### src/rtl/regfile_mp_if.sv
// regfile_mp_if: bus bundle for the multi-port register file.
// Carries the read ports, both write ports, the reserve request and the
// pending count. The master drives addresses, writes and reserves. The
// slave (the register file) drives read data, busy flags and pend_cnt.
// There is no handshake: every input is sampled on each rising clk edge.
interface regfile_mp_if #(
   parameter int DATA_W = 32,
   parameter int ADDR_W = 5,
   parameter int NUM_RD = 2
);
   logic [NUM_RD*ADDR_W-1:0] rd_addr;
   logic [NUM_RD*DATA_W-1:0] rd_data;
   logic [NUM_RD-1:0]        rd_busy;
   logic                     wa_en;
   logic [ADDR_W-1:0]        wa_addr;
   logic [DATA_W-1:0]        wa_data;
   logic                     wb_en;
   logic [ADDR_W-1:0]        wb_addr;
   logic [DATA_W-1:0]        wb_data;
   logic                     rsv_en;
   logic [ADDR_W-1:0]        rsv_addr;
   logic [ADDR_W:0]          pend_cnt;

   modport master (
      output rd_addr, wa_en, wa_addr, wa_data, wb_en, wb_addr, wb_data,
             rsv_en, rsv_addr,
      input  rd_data, rd_busy, pend_cnt
   );

   modport slave (
      input  rd_addr, wa_en, wa_addr, wa_data, wb_en, wb_addr, wb_data,
             rsv_en, rsv_addr,
      output rd_data, rd_busy, pend_cnt
   );
endinterface

### src/rtl/regfile_mp.sv
// regfile_mp: parametrised multi-port register file with a pending scoreboard.
// - Entry 0 is hardwired to zero. It is never written and never pending.
// - Write port A carries ALU writeback. Write port B carries load returns.
//   Port B wins on an address collision, and a port B write clears pending.
// - A reserve marks a register pending because a load is outstanding. If a
//   reserve and a port B write hit the same register in one cycle, the
//   reserve wins, because the new load supersedes the one returning.
// - pend_cnt is a registered population count of the pending bits.
// Optional build macro: REGFILE_BYPASS_EN. When it is defined, a read in the
// same cycle as a write to that register returns the write data directly, and
// a port B write in that cycle hides the busy flag.
module regfile_mp #(
   parameter int DATA_W = 32,
   parameter int ADDR_W = 5,
   parameter int NUM_RD = 2
) (
   input logic         clk,
   input logic         rst,
   regfile_mp_if.slave bus
);
   localparam int DEPTH = 1 << ADDR_W;

   // Entry 0 exists only to keep indexing simple. It is reset and never written.
   logic [DATA_W-1:0] r_mem [DEPTH];
   logic [DEPTH-1:0]  r_pend;
   logic [ADDR_W:0]   r_pend_cnt;

   logic [DEPTH-1:0]  w_pend_nxt;
   logic [ADDR_W:0]   w_pend_cnt_nxt;
   logic              w_wa_hit;
   logic              w_wb_hit;

   // Writes to entry 0 are discarded at the source.
   assign w_wa_hit = bus.wa_en && (bus.wa_addr != '0);
   assign w_wb_hit = bus.wb_en && (bus.wb_addr != '0);

   // Storage update: port A is applied first, so port B overrides it on a collision.
   always_ff @(posedge clk or posedge rst) begin
      if (rst) begin
         for (int k = 0; k < DEPTH; k++) begin
            r_mem[k] <= '0;
         end
      end else begin
         if (w_wa_hit) begin
            r_mem[bus.wa_addr] <= bus.wa_data;
         end
         if (w_wb_hit) begin
            r_mem[bus.wb_addr] <= bus.wb_data;
         end
      end
   end

   // Next pending vector: a load return clears the bit, then a reserve sets it.
   always_comb begin
      w_pend_nxt = r_pend;
      if (bus.wb_en) begin
         w_pend_nxt[bus.wb_addr] = 1'b0;
      end
      if (bus.rsv_en) begin
         w_pend_nxt[bus.rsv_addr] = 1'b1;
      end
      w_pend_nxt[0] = 1'b0;
   end

   // Population count of the next pending vector, registered alongside it.
   always_comb begin
      w_pend_cnt_nxt = '0;
      for (int k = 1; k < DEPTH; k++) begin
         w_pend_cnt_nxt = w_pend_cnt_nxt + {{ADDR_W{1'b0}}, w_pend_nxt[k]};
      end
   end

   // Pending scoreboard and its count move together on the same edge.
   always_ff @(posedge clk or posedge rst) begin
      if (rst) begin
         r_pend     <= '0;
         r_pend_cnt <= '0;
      end else begin
         r_pend     <= w_pend_nxt;
         r_pend_cnt <= w_pend_cnt_nxt;
      end
   end

   assign bus.pend_cnt = r_pend_cnt;

   // Combinational read ports, with optional same-cycle bypass and forced zero for entry 0.
   always_comb begin
      logic [ADDR_W-1:0] v_addr;
      logic [DATA_W-1:0] v_data;
      logic              v_busy;
      bus.rd_data = '0;
      bus.rd_busy = '0;
      for (int i = 0; i < NUM_RD; i++) begin
         v_addr = bus.rd_addr[i*ADDR_W +: ADDR_W];
         v_data = r_mem[v_addr];
         v_busy = r_pend[v_addr];
`ifdef REGFILE_BYPASS_EN
         if (w_wa_hit && (bus.wa_addr == v_addr)) begin
            v_data = bus.wa_data;
         end
         if (w_wb_hit && (bus.wb_addr == v_addr)) begin
            v_data = bus.wb_data;
            if (!(bus.rsv_en && (bus.rsv_addr == v_addr))) begin
               v_busy = 1'b0;
            end
         end
`endif
         if (v_addr == '0) begin
            v_data = '0;
            v_busy = 1'b0;
         end
         bus.rd_data[i*DATA_W +: DATA_W] = v_data;
         bus.rd_busy[i]                  = v_busy;
      end
   end
endmodule

### src/flat_wrapper.sv
// flat-port wrapper written by rule: the top's interface ports become plain ports
module regfile_mp_flat 
#(
   parameter int DATA_W = 32,
   parameter int ADDR_W = 5,
   parameter int NUM_RD = 2
)
  (clk, rst, bus_rd_addr, bus_wa_en, bus_wa_addr, bus_wa_data, bus_wb_en, bus_wb_addr, bus_wb_data, bus_rsv_en, bus_rsv_addr, bus_rd_data, bus_rd_busy, bus_pend_cnt);
  regfile_mp_if #(.DATA_W(DATA_W), .ADDR_W(ADDR_W), .NUM_RD(NUM_RD)) bus_i ();
  input logic clk;
  input logic rst;
  input wire logic [$bits(bus_i.rd_addr)-1:0] bus_rd_addr;
  input wire logic [$bits(bus_i.wa_en)-1:0] bus_wa_en;
  input wire logic [$bits(bus_i.wa_addr)-1:0] bus_wa_addr;
  input wire logic [$bits(bus_i.wa_data)-1:0] bus_wa_data;
  input wire logic [$bits(bus_i.wb_en)-1:0] bus_wb_en;
  input wire logic [$bits(bus_i.wb_addr)-1:0] bus_wb_addr;
  input wire logic [$bits(bus_i.wb_data)-1:0] bus_wb_data;
  input wire logic [$bits(bus_i.rsv_en)-1:0] bus_rsv_en;
  input wire logic [$bits(bus_i.rsv_addr)-1:0] bus_rsv_addr;
  output wire logic [$bits(bus_i.rd_data)-1:0] bus_rd_data;
  output wire logic [$bits(bus_i.rd_busy)-1:0] bus_rd_busy;
  output wire logic [$bits(bus_i.pend_cnt)-1:0] bus_pend_cnt;
  assign bus_i.rd_addr = bus_rd_addr;
  assign bus_i.wa_en = bus_wa_en;
  assign bus_i.wa_addr = bus_wa_addr;
  assign bus_i.wa_data = bus_wa_data;
  assign bus_i.wb_en = bus_wb_en;
  assign bus_i.wb_addr = bus_wb_addr;
  assign bus_i.wb_data = bus_wb_data;
  assign bus_i.rsv_en = bus_rsv_en;
  assign bus_i.rsv_addr = bus_rsv_addr;
  assign bus_rd_data = bus_i.rd_data;
  assign bus_rd_busy = bus_i.rd_busy;
  assign bus_pend_cnt = bus_i.pend_cnt;
  regfile_mp #(.DATA_W(DATA_W), .ADDR_W(ADDR_W), .NUM_RD(NUM_RD)) u_core (.clk(clk), .rst(rst), .bus(bus_i));
endmodule
### config.mk
export PLATFORM = sky130hd
export DESIGN_NAME = regfile_mp_flat
export DESIGN_NICKNAME = d
export VERILOG_FILES = /design/src/rtl/regfile_mp_if.sv /design/src/rtl/regfile_mp.sv /design/src/flat_wrapper.sv
export SDC_FILE = /design/constraint.sdc
export NUM_CORES = 2
export LEC_CHECK = 0
export CAP_MARGIN = 20
export CORE_MARGIN = 8
export CORE_UTILIZATION = 35
export DETAILED_ROUTE_END_ITERATION = 6
export GPL_TIMING_DRIVEN = 0
export PLACE_DENSITY = 0.51
export SLEW_MARGIN = 20
export SYNTH_ARGS = -nofsm -noshare
export SYNTH_HDL_FRONTEND = slang
export SYNTH_SLANG_ARGS = --single-unit
### constraint.sdc
create_clock -name clk -period 46.5 [get_ports clk]
set_input_delay 4.65 -clock clk [delete_from_list [all_inputs] [get_ports clk]]
set_output_delay 4.65 -clock clk [all_outputs]
set_load 0.005 [all_outputs]
==> impl_metrics.yaml <==
critical_path:
  worst_path_max_delay_cell: "a311oi_1"
  crit_path_frequent_cell: "buf_2"
  reg2reg_depth: 16
  start_kind: "input pin"
  path_max_fanout: 10
  arrival_ns: 9.71
  slowest_delay_ns: 1.09
  critPathKind: "input pin to output port"
  endpoint_kind: "output port"
  required_ns: 41.85
  path_cells: "buf_2, inv_1, buf_2, clkbuf_2, clkbuf_1, o2111ai_1, a311oi_1, clkdlybuf4s50_1"
  r2r-start: "u_core.r_pend[2]"
  rr_endpoint: "u_core.bus.pend_cnt[4]"
  reg2reg_setup_slack_ns: 41.19
placed_design:
  hpwl_mm: 253
  gp_congestion: 1.01
  io_buffers: 155
route:
  drtPass1Iterations: 6
  ant_nets: 0
  remaining_drc_errors: 0
  vias_per_cell: 6.14
  wl_per_cell_um: 35.3
  vias: 56100
  drt_iter0_drc: 7092
  drt_wl_total_mm: 323
cts:
  clock_sinks: 1061
  holdBufCountCts: 0
  cts_buffers: 131
  path_clk_slew_ns: 0.06
  clk_root_buffer_cell: "clkbuf_16"
  cts_resized: 0
  clk_latency_ns: 0.78
  cts_tree: "yes"
  cts_setup_buffers: 0
  clockBufferDepth: 3
  h-tree-depth: 4
timing:
  finalSetupViolCount: 0
  worst_slew_pin_slew_ns: 1.35
  fin_crit_sh: 0.309
  hold_viol: 0
  relSlewSlack: 0.0971
  max_freq_ghz: 0.0696
  period_minus_slack_ns: 14.36
  finClkSkew_ns: 0.00581
  rsz0062_at_grt: "false"
  report.final.slew_viol_count: 0
final_layout:
  final_core_util: 0.403
  multi_input_area_mm2: 0.0362
  final_common_cell: "mux2i_1"
  mostFrequentLayoutCells: "mux2i_1 (1,097), dfrtp_1 (1,061), nand2_1 (553), clkbuf_1 (541), nor2_1 (540)"
  regArea_mm2: 0.0266
  fin_nets: 6657
  area_growth_syn_to_layout_pct: 14.4
  drive_gt1_frac: 0.150
  fillers: 18300
worst_hold_path:
  hp-class: "register to register"
  hold_end: "u_core.r_mem[998]"
  min_path_cells: 1
  worstHoldStart: "u_core.r_mem[998]"
power:
  p_comb_frac: 0.321
  ir_worst_vdd_v: 0.000340
  swShare: 0.352
  p_int_mw: 2.34
  p_leak_nw: 29.8
  p_total_mw: 3.62
  p_sw_mw: 1.27
  power_frac_seq: 0.386
  powerDensity_mw_per_mm2: 47.9
  pwr-share-clk: 0.293
global_route:
  grt_max_degree: 98
  grt_use_total: 0.307
  grt_pass1_vias: 55200
  overflow: 0
  grt_pass1_wl_mm: 444
  grt_antenna_before_repair: 6
yosys:
  synthArstFlopShare: 1.00
  synth.cell_area_mm2: 0.0660
  yosysSeqAreaShare: 0.402
  synth_enable_flop_cells: 0
  synth_cells: 6227
  avgSynthCellArea_um2: 10.6
  syn_nets: 6353
  synth_cell_types: 54
  ys_ff_latch: 1061
  synthFlopType: "dfrtp_1"
  ys_warn_count: 0
die:
  rows: 159
  core_mm2: 0.188
  die_h_um: 450
  start_util: 0.352
  ios: 166
  die_w_um: 450
  dieArea_mm2: 0.203
status:
  status: "finished clean"
run:
  max-cap-violations: 0
worst max-delay path by stage:
stage / from / to / cells after the start
CTS: bus_rd_addr[5] / bus_rd_data[47] / 8
detailed placement: bus_rd_addr[5] / bus_rd_data[53] / 8
finish: bus_rd_addr[0] / bus_rd_data[16] / 8
global placement: rst / u_core.r_mem[1002] / 2
floorplan: rst / u_core.bus.pend_cnt[0] / 1
global route: bus_rd_addr[0] / bus_rd_data[20] / 8
logic make-up after synthesis:
kind of cell / synth area share
muxes: 0.335
AOI/OAI and AO/OA: 0.125
and+or+nand+nor: 0.0779
DFF: 0.402
buffers and inverters: 0.0512
adders and majority gates: 0.00868
xor gates and xnor gates: 0.000398
Yosys cell counts (64+ instances only):
cell type / n / area (um^2)
a22oi_1: 66 / 495
mux4_2: 460 / 10400
buf_2: 177 / 886
mux2_2: 68 / 766
clkbuf_1: 528 / 1980
o21ai_1: 75 / 375
a311oi_1: 66 / 578
nand2_1: 553 / 2080
a21oi_1: 515 / 2580
dfrtp_1: 1061 / 26600
a211oi_1: 64 / 480
nor2_1: 547 / 2050
o21ai_0: 525 / 2630
nor2b_1: 69 / 432
mux2i_1: 1097 / 11000
critical path: cells and delay by family:
kind,cells,cell delay [ns]
buffers and inverters,6,3.35
AOI/OAI and AO/OA,2,1.65
final cells by class:
| type | instances | share of cell area |
|---|---|---|
| buffer | 760 | 0.0423 |
| clock inverter | 44 | 0.00669 |
| antenna | 12 | 0.000398 |
| clock buffer | 188 | 0.0501 |
| multi-input combinational | 4351 | 0.479 |
| sequential | 1061 | 0.351 |
| inverter | 55 | 0.00283 |
| timing repair buffer | 171 | 0.0258 |
| tap | 2495 | 0.0413 |
per-stage QoR:
step           area, um^2  setup TNS (ns)  worst slack, ns  std cells  hold WS, ns
2_1_floorplan       66000               0            11.98       6227        0.441
3_3_place_gp        70700        -3487.24            -3.45       8877        0.454
3_5_place_dp        71200               0            32.39       8892        0.463
4_1_cts             75500               0            32.32       9124        0.482
5_1_grt             75500               0            32.48       9125        0.499
6_report            75500               0            32.14       9137        0.477
per-layer routing:
metal  up-vias  routed length, um  track usage
li1      23400                  -            -
met1     28800             126000        0.395
met2      3260             140000        0.459
met3       762              33800       0.0915
met4         6              23000        0.179
met5         -                114            0
sequential cells by signal, indices dropped and copies added (netlist names):
register             cells
u_core.bus.pend_cnt      6
u_core.r_mem          1024
u_core.r_pend           31
power groups by stage:
stage          Clock (mW)  Combinational [mW]  Sequential [mW]
6_report             1.06                1.16             1.40
5_1_grt              1.10                1.26             1.42
4_1_cts              1.07                1.15             1.38
3_5_place_dp            0                1.15             1.39
3_3_place_gp            0                1.12             1.38
2_1_floorplan           0               0.809             1.31
No activity file was read; power rests on OpenSTA's default activity.
